## src/rtl/i2c_target.sv

```systemverilog
// I2C target with an 8-bit register pointer.
// Bus pins are oversampled on clk_i; writes strobe out, reads come back combinationally.
`timescale 1ns/1ps
module i2c_target #(
  parameter logic [6:0] ADDRESS = 7'h40
) (
  input  logic       clk_i,
  input  logic       rst_ni,
  input  logic       scl_i,
  input  logic       sda_i,
  output logic       sda_oe_o,
  output logic [7:0] reg_addr_o,
  output logic [7:0] reg_wdata_o,
  output logic       reg_we_o,
  input  logic [7:0] reg_rdata_i,
  output logic       busy_o
);

  typedef enum logic [3:0] {
    S_IDLE, S_ADDR, S_ADDR_ACK, S_REG, S_REG_ACK,
    S_WDATA, S_WDATA_ACK, S_RDATA, S_RDATA_ACK, S_IGNORE
  } state_t;

  state_t     r_state;
  logic [2:0] r_scl_q;
  logic [2:0] r_sda_q;
  logic [3:0] r_cnt;
  logic [7:0] r_shift;
  logic [7:0] r_ptr;
  logic [7:0] r_wdata;
  logic       r_we;
  logic       r_oe;
  logic       r_rw;
  logic       r_ack;

  logic w_scl;
  logic w_scl_d;
  logic w_sda;
  logic w_sda_d;
  logic w_rise;
  logic w_fall;
  logic w_start;
  logic w_stop;

  assign w_scl   = r_scl_q[1];
  assign w_scl_d = r_scl_q[2];
  assign w_sda   = r_sda_q[1];
  assign w_sda_d = r_sda_q[2];
  assign w_rise  = w_scl & ~w_scl_d;
  assign w_fall  = ~w_scl & w_scl_d;
  assign w_start = w_scl & w_scl_d & ~w_sda & w_sda_d;
  assign w_stop  = w_scl & w_scl_d & w_sda & ~w_sda_d;

  assign sda_oe_o    = r_oe;
  assign reg_addr_o  = r_ptr;
  assign reg_wdata_o = r_wdata;
  assign reg_we_o    = r_we;
  assign busy_o      = (r_state != S_IDLE);

  // Two sync flops plus one history flop per pin; idle bus reads high.
  always_ff @(posedge clk_i or negedge rst_ni) begin
    if (!rst_ni) begin
      r_scl_q <= 3'b111;
      r_sda_q <= 3'b111;
    end else begin
      r_scl_q <= {r_scl_q[1:0], scl_i};
      r_sda_q <= {r_sda_q[1:0], sda_i};
    end
  end

  // Protocol FSM: shift on SCL rise, drive SDA on SCL fall.
  always_ff @(posedge clk_i or negedge rst_ni) begin
    if (!rst_ni) begin
      r_state <= S_IDLE;
      r_cnt   <= 4'd0;
      r_shift <= 8'h00;
      r_ptr   <= 8'h00;
      r_wdata <= 8'h00;
      r_we    <= 1'b0;
      r_oe    <= 1'b0;
      r_rw    <= 1'b0;
      r_ack   <= 1'b1;
    end else begin
      r_we <= 1'b0;
      if (w_start) begin
        r_state <= S_ADDR;
        r_cnt   <= 4'd0;
        r_oe    <= 1'b0;
      end else if (w_stop) begin
        r_state <= S_IDLE;
        r_oe    <= 1'b0;
      end else begin
        case (r_state)
          S_ADDR, S_REG, S_WDATA: begin
            if (w_rise && r_cnt != 4'd8) begin
              r_shift <= {r_shift[6:0], w_sda};
              r_cnt   <= r_cnt + 4'd1;
              if (r_state == S_WDATA && r_cnt == 4'd7) begin
                r_wdata <= {r_shift[6:0], w_sda};
                r_we    <= 1'b1;
              end
            end else if (w_fall && r_cnt == 4'd8) begin
              r_cnt <= 4'd0;
              if (r_state == S_ADDR) begin
                if (r_shift[7:1] == ADDRESS) begin
                  r_oe    <= 1'b1;
                  r_rw    <= r_shift[0];
                  r_state <= S_ADDR_ACK;
                end else begin
                  r_state <= S_IGNORE;
                end
              end else if (r_state == S_REG) begin
                r_ptr   <= r_shift;
                r_oe    <= 1'b1;
                r_state <= S_REG_ACK;
              end else begin
                r_oe    <= 1'b1;
                r_state <= S_WDATA_ACK;
              end
            end
          end
          S_ADDR_ACK: begin
            if (w_fall) begin
              r_cnt <= 4'd0;
              if (r_rw) begin
                r_shift <= reg_rdata_i;
                r_oe    <= ~reg_rdata_i[7];
                r_state <= S_RDATA;
              end else begin
                r_oe    <= 1'b0;
                r_state <= S_REG;
              end
            end
          end
          S_REG_ACK: begin
            if (w_fall) begin
              r_oe    <= 1'b0;
              r_cnt   <= 4'd0;
              r_state <= S_WDATA;
            end
          end
          S_WDATA_ACK: begin
            if (w_fall) begin
              r_oe    <= 1'b0;
              r_cnt   <= 4'd0;
              r_ptr   <= r_ptr + 8'd1;
              r_state <= S_WDATA;
            end
          end
          S_RDATA: begin
            if (w_rise && r_cnt != 4'd8) begin
              r_cnt <= r_cnt + 4'd1;
            end else if (w_fall) begin
              if (r_cnt == 4'd8) begin
                r_oe    <= 1'b0;
                r_state <= S_RDATA_ACK;
              end else begin
                r_shift <= {r_shift[6:0], 1'b0};
                r_oe    <= ~r_shift[6];
              end
            end
          end
          S_RDATA_ACK: begin
            // Bump the pointer at the ACK rise so reg_rdata_i has
            // settled on the next byte by the following fall.
            if (w_rise) begin
              r_ack <= w_sda;
              if (!w_sda) r_ptr <= r_ptr + 8'd1;
            end else if (w_fall) begin
              r_cnt <= 4'd0;
              if (!r_ack) begin
                r_shift <= reg_rdata_i;
                r_oe    <= ~reg_rdata_i[7];
                r_state <= S_RDATA;
              end else begin
                r_oe    <= 1'b0;
                r_state <= S_IGNORE;
              end
            end
          end
          S_IDLE, S_IGNORE: r_oe <= 1'b0;
          default: begin
            r_oe    <= 1'b0;
            r_state <= S_IDLE;
          end
        endcase
      end
    end
  end

endmodule

```

## config.mk

```make
export PLATFORM = sky130hd
export DESIGN_NAME = i2c_target
export DESIGN_NICKNAME = d
export VERILOG_FILES = /design/src/rtl/i2c_target.sv
export SDC_FILE = /design/constraint.sdc
export NUM_CORES = 1
export LEC_CHECK = 0
export BUFFER_PORTS_ARGS = -buffer_cell sky130_fd_sc_hd__buf_2
export CAP_MARGIN = 0
export CORE_AREA = 8 8 99 110
export DETAILED_ROUTE_END_ITERATION = 10
export DIE_AREA = 0 0 107 118
export GPL_ROUTABILITY_DRIVEN = 0
export PLACE_DENSITY_LB_ADDON = 0.15
export RECOVER_POWER = 50
export SKIP_CTS_REPAIR_TIMING = 1
export SLEW_MARGIN = 0
export SYNTH_ARGS = -nofsm -noshare
export SYNTH_HDL_FRONTEND = slang
export SYNTH_SLANG_ARGS = --single-unit
```

## constraint.sdc

```tcl
create_clock -name clk_i -period 3.58 [get_ports clk_i]
set_input_delay 0.179 -clock clk_i [delete_from_list [all_inputs] [get_ports clk_i]]
set_output_delay 0.179 -clock clk_i [all_outputs]
set_load 0.005 [all_outputs]
```

# ---- Word level (Yosys, flattened, before mapping)
# Cells that the tools add are included.
dict set report word_totals {
  input_bits 12
  output_inout_bits 19
  word_cells 157
  ff_bits 42
}
dict set report op_classes {
  add_sub_neg 2
  bitwise 16
  n_mux 64
  eq_ne 44
  reduce_logical 20
}
# operator count
set ops {}
lappend ops {{$mux 8} 16}
lappend ops {{$mux 4} 21}
lappend ops {{$ne 4x4->1 const B} 10}
lappend ops {{$ne 2x2->1 const B} 17}
lappend ops {{$pmux 8 s4} 1}
lappend ops {{$pmux 4 s6} 1}
lappend ops {{$pmux 8 s3} 1}
lappend ops {{$eq 4x3->1 const B} 5}
lappend ops {{$mux 1} 20}
lappend ops {{$reduce_and 10->1} 2}
lappend ops {{$pmux 4 s4} 1}
lappend ops {{$eq 4x4->1 const B} 3}
lappend ops {{$reduce_and 12->1} 1}
lappend ops {{$reduce_and 5->1} 2}
lappend ops {{$ne 3x3->1 const B} 3}
lappend ops {{$not 1->1} 9}
lappend ops {{$reduce_and 9->1} 1}
lappend ops {{$add 8x1->8 const B} 1}
lappend ops {{$eq 4x2->1 const B} 2}
lappend ops {{$reduce_bool 4->1} 2}
lappend ops {{$and 1x1->1} 7}
lappend ops {{$eq 7x7->1 const B} 1}
lappend ops {{$reduce_and 7->1} 1}
lappend ops {{$reduce_or 3->1} 2}
lappend ops {{13 further kinds} 16}

# ---- Longest topological paths before layout
# Gate-level depths: netlist of run 1.
dict set report logic_depth {
  ltp_word 8
  mapped_depth 9
  ltp_nobuf 7
}

# ---- Least setup slack after synthesis of run 1
# OpenSTA, ideal clock, no wires.
dict set report synth_path {
  path_type {reg-to-reg}
  start {register r_cnt[0]}
  end {register r_ptr[0] (netlist: reg_addr_o[0])}
  path_stages_with_launch 10
  path_buffers 2
  setup_ps 131
  arrival_time_ps 1832
  setup_slack_ps 1617
  synth_period_minus_slack_ps 1963
  required_ps 3449
  cell_sequence {dfrtp_1 inv_1 ha_1 and3b_1 clkbuf_1 a31oi_1 o22ai_1 and2_1 buf_2 o211ai_1}
}
dict set report synth_between {
  elab_chain_len 4
  word_cells_on_any_way 7
  cone_classes {4 x eq/ne; 3 x reduce/logical}
}
# item line_no
set synth_lines {}
lappend synth_lines {{start, declared} 27} ;# logic [3:0] r_cnt;
lappend synth_lines {{start signal, assigned} 97} ;# r_cnt <= r_cnt + 4'd1;
lappend synth_lines {{start signal, assigned} 152} ;# r_cnt <= r_cnt + 4'd1;
lappend synth_lines {{$eq 4x4->1 / $ne 4x4->1 (equally long branches)} {102, 95}}
lappend synth_lines {{$logic_and 1x1->1 (on tied branches)} {102, 95}}
lappend synth_lines {{$ne 2x2->1 (no source line)} --}
lappend synth_lines {{$reduce_and 10->1 (no source line) (*)} --}
lappend synth_lines {{end signal, assigned} 113} ;# r_ptr <= r_shift;
lappend synth_lines {{end signal, assigned} 146} ;# r_ptr <= r_ptr + 8'd1;
lappend synth_lines {{end signal, assigned} 168} ;# if (!w_sda) r_ptr <= r_ptr + 8'd1;
lappend synth_lines {{end, declared} 29} ;# logic [7:0] r_ptr;
# Mark *: on every way between the ends. The rest lies on a longest branch, timed or not.
# A chain may end at the register's enable or synchronous reset.

# ---- Final worst setup path of run 1
dict set report layout_path {
  start {register r_state[2]}
  end {register r_ptr[0] (netlist: reg_addr_o[0])}
}
dict set report layout_between {
  elab_chain_len 4
  word_cells_on_any_way 16
  cone_classes {12 x eq/ne; 1 x mux; 3 x reduce/logical}
}
# item line_no
set layout_lines {}
lappend layout_lines {{start, declared} 24} ;# state_t r_state;
lappend layout_lines {{start signal, assigned} 74} ;# r_state <= S_IDLE;
lappend layout_lines {{start signal, assigned} 86} ;# r_state <= S_ADDR;
lappend layout_lines {{start signal, assigned} 90} ;# r_state <= S_IDLE;
lappend layout_lines {{$eq 4x3->1, or another cell as far along} 93} ;# case (r_state)
lappend layout_lines {{$reduce_or 3->1} 93}
lappend layout_lines {{$ne 2x2->1 (no source line) / $reduce_bool 3->1 (equally long branches)} --}
lappend layout_lines {{$reduce_and 10->1 (no source line)} --}
# Several ways; a longest one is shown, not always the timed one.

==> results of run 1 <==
[cells by family (layout without fill, tap and decap cells)]
| family | Yosys count | after routing | share of synthesized area |
|---|---|---|---|
| compound gates | 79 | 79 | 0.200 |
| xor+xnor | 2 | 2 | 0.00640 |
| fa+ha+maj | 3 | 3 | 0.0137 |
| buf+inv | 26 | 51 | 0.0507 |
| flops | 42 | 42 | 0.387 |
| mux | 27 | 27 | 0.121 |
| simple gates | 99 | 99 | 0.221 |
[state kept, by name, indices dropped and copies added (netlist names)]
name	cells
reg_we_o	1
sda_oe_o	1
r_ack	1
r_scl_q	3
reg_addr_o	8
reg_wdata_o	8
r_cnt	4
r_sda_q	3
r_rw	1
r_state	4
r_shift	8
[worst min-delay path, stage by stage]
cell                     delay [ns]
sky130_fd_sc_hd__buf_2         0.07
sky130_fd_sc_hd__mux2_2        0.12
sky130_fd_sc_hd__mux2_2        0.13
[layer usage]
| metal | global-route usage | part of all wire |
|---|---|---|
| met1 | 0.162 | 0.48 |
| met4 | 0.0396 | 0.014 |
| met5 | 0 | 0 |
| met2 | 0.183 | 0.47 |
| met3 | 0.0214 | 0.028 |
[through the flow]
stage,hold slack [ns],utilization,area (µm²),std cells
after floorplan,-0.117,-,2740,278
after global placement,0.284,0.324,2950,410
after detailed placement,0.290,0.324,2950,410
after CTS,-0.0460,0.337,3070,418
after global routing,0.230,0.338,3090,420
final,0.226,0.338,3090,420
[how the worst max path moves through the flow]
stage / from / to / slack, ns / cells after the start
2_1_floorplan: r_cnt[0] / reg_addr_o[0] / 1.62 / 9
3_3_place_gp: r_state[0] / reg_addr_o[0] / 1.11 / 5
3_5_place_dp: r_state[2] / reg_addr_o[0] / 1.11 / 5
4_1_cts: r_state[2] / reg_addr_o[0] / 1.10 / 5
5_1_grt: r_state[2] / reg_addr_o[2] / 0.88 / 5
6_report: r_state[2] / reg_addr_o[0] / 1.09 / 5
[synthesized netlist by cell type, drive strengths merged (2+ instances only)]
cell      n  area [µm²]
dfrtp    35         876
nand2    26        97.6
mux2     25         312
a21oi    20         100
buf      16         101
nand3    13        65.1
nor2     13        48.8
o21ai    13        68.8
nand2b   11        76.3
a31oi     7        43.8
dfstp     7         184
inv       7        26.3
nor3      6        46.3
o22ai     6        37.5
a22o      4        35.0
nand3b    4        30.0
nor2b     4        25.0
o211ai    4        43.8
clkbuf    3        11.3
ha        3        37.5
nor4      3        40.0
a211o     2        17.5
a21o      2        15.0
a2bb2oi   2        17.5
and2b     2        15.0
and3b     2        17.5
and4b     2        20.0
mux2i     2        20.0
nand4     2        12.5
o21a      2        15.0
o21bai    2        15.0
o41ai     2        17.5
or4b      2        23.8
[power by group through the flow]
stage                     clock network, W  registers (W)  logic (W)
after global placement                   0       0.000657   0.000257
after global routing              0.000436       0.000657   0.000287
after floorplan                          0       0.000590   0.000223
after CTS                         0.000420       0.000647   0.000259
final                             0.000406       0.000643   0.000257
after detailed placement                 0       0.000656   0.000258
[cell type report]
class                           instances  share of cell area
Clock buffer                            5              0.0223
Timing Repair Buffer                   36              0.0640
Clock inverter                          3              0.0158
Tap cell                              117              0.0474
Multi-Input combinational cell        210               0.499
Sequential cell                        42               0.343
Inverter                                7             0.00851
==> impl_summary.log, run 1 <==
INFO  metric drcViolationCount = 0
INFO  metric antenna_diodes = 0
INFO  metric max_freq = 401 MHz
INFO  metric clk-insertion-delay-late = 0.30 ns
INFO  metric postSynth.topFlopCell = sky130_fd_sc_hd__dfrtp_1
INFO  metric num_io_pins = 31
INFO  metric antenna_found_initial = 0
INFO  metric synth_cell_types = 72
INFO  metric syn_nets = 293
INFO  metric cts.path.max_buffers = 2
INFO  metric fin_crit_sh = 0.696
INFO  metric fin_setup_tns = 0 ns
INFO  metric cts_htree_levels = 2
INFO  metric routedWlPerCell = 17.5 µm
INFO  metric switching_share_of_power = 0.320
INFO  metric powerDensity = 423 mW/mm²
INFO  metric post-place-ws = 1.11 ns
INFO  metric crit_path_end_kind = register
INFO  metric hold_path_startpoint = reg_rdata_i[4]
INFO  metric synthCells = 278
INFO  metric drv.max_cap_violation_count = 1
INFO  metric p_leak = 1.32 nW
INFO  metric chipWidth = 107 µm
INFO  metric track_usage = 0.119
INFO  metric slew_headroom = -0.552
INFO  metric reg2regPathDepth = 5
INFO  metric p_int = 0.000889 W
INFO  metric drive_above_1_share = 0.261
INFO  metric syn_avg_cell_area = 9.85 µm²
INFO  metric path_buf_inv = 0
INFO  metric holdPathStages = 3
INFO  metric finalNetCount = 317
INFO  metric grt_start_max_net_pins = 43
INFO  metric worst_slack = 1.09 ns
INFO  metric critical-path-top-delay-family = simple AND/OR/NAND/NOR gates
INFO  metric worstPathArrival = 2.67 ns
INFO  metric total_power = 0.00131 W
INFO  metric setup-violations-final = 0
INFO  metric final-hold-violation-count = 0
INFO  metric layout_common_cells = 35 x sky130_fd_sc_hd__dfrtp_1, 28 x sky130_fd_sc_hd__buf_2, 26 x sky130_fd_sc_hd__nand2_1
INFO  metric finalClockSkew = 0.00992 ns
INFO  metric tritoncts = built
INFO  metric drt_pre_antenna_iters = 4
INFO  metric fraction_of_registers_with_async_set_or_reset_after_synthesis = 1.00
INFO  metric yosysSeqAreaShare = 0.387
INFO  metric ys_seq_elements = 42
INFO  metric multiInputGateArea = 0.00154 mm²
INFO  metric hold_end = r_shift[4]
INFO  metric ys.warnings.count = 0
INFO  metric timing.critical_path.fanout_max = 28
INFO  metric regToRegStartpoint = r_state[2]
INFO  metric critPathMaxStageDelay = 0.99 ns
INFO  metric floorplan.die.height = 118 µm
INFO  metric holdCritPathClass = input port to register
INFO  metric cts_buffers = 5
INFO  metric comb_power_frac = 0.197
INFO  metric run_status = finished with violations
INFO  metric net-switching-power = 0.000418 W
INFO  metric syn-cell-area = 0.00274 mm²
INFO  metric worst_pin_slew = 2.33 ns
INFO  metric synth_enable_flop_cells = 0
INFO  metric finalMaxSlewViolations = 43
INFO  metric violations = max-capacitance violations, max-slew violations
INFO  metric p_clk_frac = 0.311
INFO  metric clock-sinks = 42
INFO  metric cts.clk_slew.worst_paths = 0.09 ns
INFO  metric cpMaxStageDelayCell = sky130_fd_sc_hd__dfrtp_1
INFO  metric dpl.hpwl = 5.16 mm
INFO  metric layout.cells.most_common = sky130_fd_sc_hd__dfrtp_1
INFO  metric postRouteAntennaNets = 0
INFO  metric via_per_inst = 5.29
INFO  metric register_area = 0.00106 mm²
INFO  metric vias = 2,223
INFO  metric fillCellCount = 943
INFO  metric max-vdd-ir-drop = 0.340 mV
INFO  metric grt_pass1_wl = 12.2 mm
INFO  metric finalWirelength = 7.34 mm
INFO  metric setup.worst_path.start_class = register
INFO  metric port-buffer-count = 30
INFO  metric critical_path_class = register to register
INFO  metric required = 3.76 ns
INFO  metric grt_setup_unrepaired = no
INFO  metric drt-initial-drc-count = 131
INFO  metric layout_min_cycle_time = 2.49 ns
INFO  metric grt-ovfl-total = 0
INFO  metric core_region_area = 0.00912 mm²
INFO  metric relative_area_change_from_synthesis_to_final_layout = 12.8%
INFO  metric worstReg2RegEnd = reg_addr_o[0]
INFO  metric floorplan.initialDensity = 0.300
INFO  metric crit_path_cells = nor4b_4 > o21a_1 > nor4_4 > and2_1 > o211ai_1
INFO  metric row_count = 37
INFO  metric first_global_vias = 2,246
INFO  metric clk_root_buffer_cell = sky130_fd_sc_hd__clkbuf_8
INFO  metric reg2reg_slack = 1.09 ns
INFO  metric p_seq_frac = 0.492
INFO  metric design.die.area = 0.0126 mm²
Note: power is estimated with default switching activity, not from simulation.
==> run 2: changes to the inputs <==
Clock period 3.58 ns to 2.5 ns, I/O delays scaled along.
==> run 2 against run 1 <==
Compared with the run above:
- the run still ends with max-capacitance violations, max-slew violations left
- routed wire length is 0.98% higher
- die area is the same
- critical path depth stayed put
- global-route usage grew 0.34 points
- power up 46%
- non-clock buffer count up 15
- core utilization increased by 1.2 points
- setup slack got worse by 0.78 ns
- register-to-register slack worse by 0.78 ns
- critical path type unchanged
- highest routed layer unchanged
==> impl_summary.log, run 2 (synthesis results as in run 1) <==
INFO  metric run_status = finished with violations
INFO  metric violations = max-capacitance violations, max-slew violations
INFO  metric reg2reg_slack = 0.31 ns
INFO  metric design.die.area = 0.0126 mm²
INFO  metric multiInputGateArea = 0.00154 mm²
INFO  metric regToRegStartpoint = r_state[1]
INFO  metric chipWidth = 107 µm
INFO  metric p_leak = 1.39 nW
INFO  metric fin_crit_sh = 0.876
INFO  metric core_region_area = 0.00912 mm²
INFO  metric first_global_vias = 2,377
INFO  metric antenna_found_initial = 0
INFO  metric cts.clk_slew.worst_paths = 0.09 ns
INFO  metric required = 2.70 ns
INFO  metric layout_min_cycle_time = 2.19 ns
INFO  metric max-vdd-ir-drop = 0.420 mV
INFO  metric clk_root_buffer_cell = sky130_fd_sc_hd__clkbuf_8
INFO  metric holdCritPathClass = input port to register
INFO  metric worst_pin_slew = 2.33 ns
INFO  metric cts_htree_levels = 2
INFO  metric setup.worst_path.start_class = register
INFO  metric dp_cells = 425
INFO  metric via_per_inst = 5.32
INFO  metric num_io_pins = 31
INFO  metric grt_pass1_wl = 12.5 mm
INFO  metric slew_headroom = -0.552
INFO  metric clk-insertion-delay-late = 0.31 ns
INFO  metric dpl.hpwl = 5.44 mm
INFO  metric row_count = 37
INFO  metric drive_above_1_share = 0.296
INFO  metric layout.cells.non_filler = 435
INFO  metric grt-ovfl-total = 0
INFO  metric cts.path.max_buffers = 2
INFO  metric drt_pre_antenna_iters = 4
INFO  metric antenna_diodes = 0
INFO  metric hold_path_startpoint = reg_rdata_i[1]
INFO  metric powerDensity = 597 mW/mm²
INFO  metric critPathMaxStageDelay = 0.79 ns
INFO  metric cpMaxStageDelayCell = sky130_fd_sc_hd__dfrtp_1
INFO  metric setup-violations-final = 0
INFO  metric dpl_cell_area = 0.00306 mm²
INFO  metric final.hold.worst_slack = 0.173 ns
INFO  metric finalNetCount = 332
INFO  metric worst_slack = 0.311 ns
INFO  metric worstPathArrival = 2.39 ns
INFO  metric tritoncts = built
INFO  metric post-place-ws = 0.353 ns
INFO  metric layout.cells.most_common = sky130_fd_sc_hd__dfrtp_1
INFO  metric hold_end = r_shift[1]
INFO  metric finalMaxSlewViolations = 43
INFO  metric relative_area_change_from_synthesis_to_final_layout = 16.7%
INFO  metric finalClockSkew = 0.0118 ns
INFO  metric drt-initial-drc-count = 162
INFO  metric clock-sinks = 42
INFO  metric routedWlPerCell = 17.0 µm
INFO  metric grt_start_max_net_pins = 43
INFO  metric worstReg2RegEnd = r_shift[6]
INFO  metric grt_setup_unrepaired = no
INFO  metric critical_path_class = register to register
INFO  metric drcViolationCount = 0
INFO  metric finalWirelength = 7.41 mm
INFO  metric postLayoutCellArea = 0.00320 mm²
INFO  metric reg2regPathDepth = 5
INFO  metric postRouteAntennaNets = 0
INFO  metric fin_setup_tns = 0 ns
INFO  metric timing.critical_path.fanout_max = 20
INFO  metric floorplan.initialDensity = 0.300
INFO  metric max_freq = 457 MHz
INFO  metric crit_path_end_kind = register
INFO  metric port-buffer-count = 30
INFO  metric final-hold-violation-count = 0
INFO  metric cts_buffers = 5
INFO  metric holdPathStages = 3
INFO  metric floorplan.die.height = 118 µm
INFO  metric track_usage = 0.122
INFO  metric register_area = 0.00106 mm²
INFO  metric crit_path_cells = nand2b_1 > a211o_1 > nand2_1 > o211ai_4 > mux2_2
INFO  metric layout_common_cells = 35 x sky130_fd_sc_hd__dfrtp_1, 28 x sky130_fd_sc_hd__buf_2, 26 x sky130_fd_sc_hd__nand2_1
INFO  metric fillCellCount = 954
INFO  metric vias = 2,316
INFO  metric drv.max_cap_violation_count = 1
[run 2: final cells by class]
class	instances	area share
clock buffer	5	0.0215
clock inverter	3	0.0153
inverter	7	0.00822
multi-input combinational	210	0.482
sequential	42	0.332
tap	117	0.0458
timing repair buffer	51	0.0959
[run 2: layer usage]
metal	wire, µm	GRT usage	up-vias
met5	0	0	-
met4	131	0.0423	0
met3	259	0.0285	11
met2	3620	0.199	48
met1	3400	0.154	1145
li1	-	-	1112
[run 2: worst max-delay path: cells and delay by family (launching register included)]
family	cells	cell delay [ns]
DFF	1	0.79
AOI/OAI and AO/OA	2	0.51
muxes	1	0.38
and+or+nand+nor	2	0.39
[run 2: report_power, final]
part           switching [W]  internal (W)
sequential          0.000128      0.000766
combinational       0.000205      0.000229
clock               0.000276      0.000305
[run 2: how the worst max path moves through the flow]
| stage | depth (start not counted) | end | slack, ns | startpoint |
|---|---|---|---|---|
| floorplan | 9 | reg_addr_o[0] | 0.54 | r_cnt[0] |
| global placement | 6 | r_state[0] | 0.36 | r_state[1] |
| detailed placement | 5 | r_shift[6] | 0.35 | r_state[1] |
| CTS | 5 | r_shift[7] | 0.36 | r_state[1] |
| global route | 1 | r_shift[7] | 0.15 | rst_ni |
| finish | 5 | r_shift[6] | 0.31 | r_state[1] |
[run 2: stage by stage]
| step | total power, W | utilization |
|---|---|---|
| 6_report | 0.00191 | 0.350 |
| 5_1_grt | 0.00202 | 0.350 |
| 4_1_cts | 0.00195 | 0.349 |
| 3_5_place_dp | 0.00135 | 0.336 |
| 3_3_place_gp | 0.00135 | 0.336 |
| 2_1_floorplan | 0.00117 | - |
==> run 3: changes to the inputs <==
Settings changed: CORE_AREA 8 8 99 110 to 2 2 68 77, DIE_AREA 0 0 107 118 to 0 0 70 79.
==> run 3 against run 2 <==
Compared with the run above:
- the flow still finishes with violations (max-capacitance violations, max-slew violations)
- cell count fell by 15%
- power fell by 6.6%
- global-route usage rose by 12 points
- sequential cell count did not move
- core utilization rose by 29 points
- critical path depth did not move
- critical endpoint is now r_shift[0]
- largest cell class unchanged
==> impl_summary.log, run 3 (synthesis results as in run 1) <==
INFO  metric antenna_diodes = 0
INFO  metric required = 2.68 ns
INFO  metric critical_path.endpoint = r_shift[0]
INFO  metric clk_root_buffer_cell = sky130_fd_sc_hd__clkbuf_8
INFO  metric row_count = 27
INFO  metric dpl.hpwl = 4.43 mm
INFO  metric drt-initial-drc-count = 151
INFO  metric grt-ovfl-total = 0
INFO  metric core_region_area = 0.00480 mm²
INFO  metric drive_above_1_share = 0.280
INFO  metric clock-sinks = 42
INFO  metric port-buffer-count = 30
INFO  metric grt_start_max_net_pins = 43
INFO  metric critical-path-top-delay-family = flip-flops
INFO  metric floorplan.die.height = 79 µm
INFO  metric worst_slack = 0.221 ns
INFO  metric design.die.area = 0.00553 mm²
INFO  metric powerDensity = 582 mW/mm²
INFO  metric grt_pass1_wl = 10.6 mm
INFO  metric layout.cells.most_common = sky130_fd_sc_hd__dfrtp_1
INFO  metric vias = 2,260
INFO  metric setup.worst_path.start = r_state[1]
INFO  metric num_io_pins = 31
INFO  metric cts_buffers = 5
INFO  metric setup.worst_path.start_class = register
INFO  metric fin_crit_sh = 0.912
INFO  metric drt_pre_antenna_iters = 4
INFO  metric path_buf_inv = 0
INFO  metric finalMaxSlewViolations = 43
INFO  metric postRouteAntennaNets = 0
INFO  metric max_freq = 439 MHz
INFO  metric slew_headroom = -0.443
INFO  metric setup-violations-final = 0
INFO  metric crit_path_cells = nand2b_1 > a211o_1 > nand2_1 > o211ai_4 > mux2_1
INFO  metric drcViolationCount = 0
INFO  metric worstReg2RegEnd = r_shift[0]
INFO  metric finalWirelength = 6.22 mm
INFO  metric worstPathArrival = 2.46 ns
INFO  metric track_usage = 0.241
INFO  metric finalClockSkew = 0.00900 ns
INFO  metric fin_setup_tns = 0 ns
INFO  metric floorplan.initialDensity = 0.571
INFO  metric cpMaxStageDelayCell = sky130_fd_sc_hd__dfrtp_1
INFO  metric grt_setup_unrepaired = no
INFO  metric crit_path_end_kind = register
INFO  metric post-place-ws = 0.262 ns
INFO  metric cts_htree_levels = 2
INFO  metric critical_path_class = register to register
INFO  metric via_per_inst = 6.12
INFO  metric timing.critical_path.depth = 5
INFO  metric relative_area_change_from_synthesis_to_final_layout = 11.9%
INFO  metric antenna_found_initial = 0
INFO  metric clk-insertion-delay-late = 0.30 ns
INFO  metric reg2reg_slack = 0.22 ns
INFO  metric reg2regPathDepth = 5
INFO  metric first_global_vias = 2,150
INFO  metric layout_min_cycle_time = 2.28 ns
INFO  metric fillCellCount = 406
INFO  metric regToRegStartpoint = r_state[1]
INFO  metric run_status = finished with violations
INFO  metric violations = max-capacitance violations, max-slew violations
INFO  metric layout_common_cells = 35 x sky130_fd_sc_hd__dfrtp_1, 29 x sky130_fd_sc_hd__buf_2, 26 x sky130_fd_sc_hd__nand2_1
INFO  metric drv.max_cap_violation_count = 1
INFO  metric timing.critical_path.fanout_max = 25
INFO  metric cts.path.max_buffers = 2
INFO  metric tritoncts = built
INFO  metric chipWidth = 70 µm
INFO  metric max-vdd-ir-drop = 0.477 mV
INFO  metric critPathMaxStageDelay = 0.86 ns
INFO  metric holdCritPathClass = input port to register
INFO  metric p_leak = 1.36 nW
INFO  metric finalNetCount = 325
INFO  metric cts.clk_slew.worst_paths = 0.08 ns
INFO  metric worst_pin_slew = 2.16 ns
INFO  metric routedWlPerCell = 16.9 µm
INFO  metric final-hold-violation-count = 0
-- run 3: worst min path at each step --
stage                              start         end  slack (ns)  cells after the start
after global routing      reg_rdata_i[3]  r_shift[3]        0.19                      3
after detailed placement           scl_i  r_scl_q[0]        0.23                      1
final                     reg_rdata_i[5]  r_shift[5]        0.18                      3
after global placement             sda_i  r_sda_q[0]        0.23                      1
after CTS                          sda_i  r_sda_q[0]       -0.09                      1
after floorplan                   rst_ni    r_cnt[0]       -0.17                      0
-- run 3: where the power goes --
part	switching (W)	internal [W]
logic	0.000193	0.000224
clock network	0.000242	0.000228
registers	0.000129	0.000766
-- run 3: through the flow --
step	hold WS (ns)	total power [W]	cells	instance area, µm²	util
final	0.182	0.00178	369	3060	0.639
after global routing	0.185	0.00190	369	3060	0.639
after CTS	-0.0889	0.00179	367	3050	0.635
after detailed placement	0.231	0.00132	359	2950	0.615
after global placement	0.230	0.00131	359	2950	0.615
after floorplan	-0.171	0.00117	278	2740	-
-- run 3: tightest hold or removal path, cell delays in order --
cell and delay [ns]:
sky130_fd_sc_hd__buf_2 0.07, sky130_fd_sc_hd__mux2_2 0.13, sky130_fd_sc_hd__mux2_2 0.13
-- run 3: layer usage --
metal,global-route usage,part of all wire,up-vias
li1,-,-,1098
met1,0.318,0.44,1095
met2,0.410,0.50,56
met3,0.0343,0.039,11
met4,0.0750,0.017,0
met5,0,0,-
-- run 3: area by class of cell --
| class | instances | area (µm²) | share of cell area |
|---|---|---|---|
| tap | 58 | 72.6 | 0.0237 |
| clock buffer | 7 | 86.3 | 0.0282 |
| timing repair buffer | 44 | 272 | 0.0886 |
| clock inverter | 1 | 8.76 | 0.00286 |
| multi-input combinational | 210 | 1540 | 0.502 |
| sequential | 42 | 1060 | 0.346 |
| inverter | 7 | 26.3 | 0.00857 |
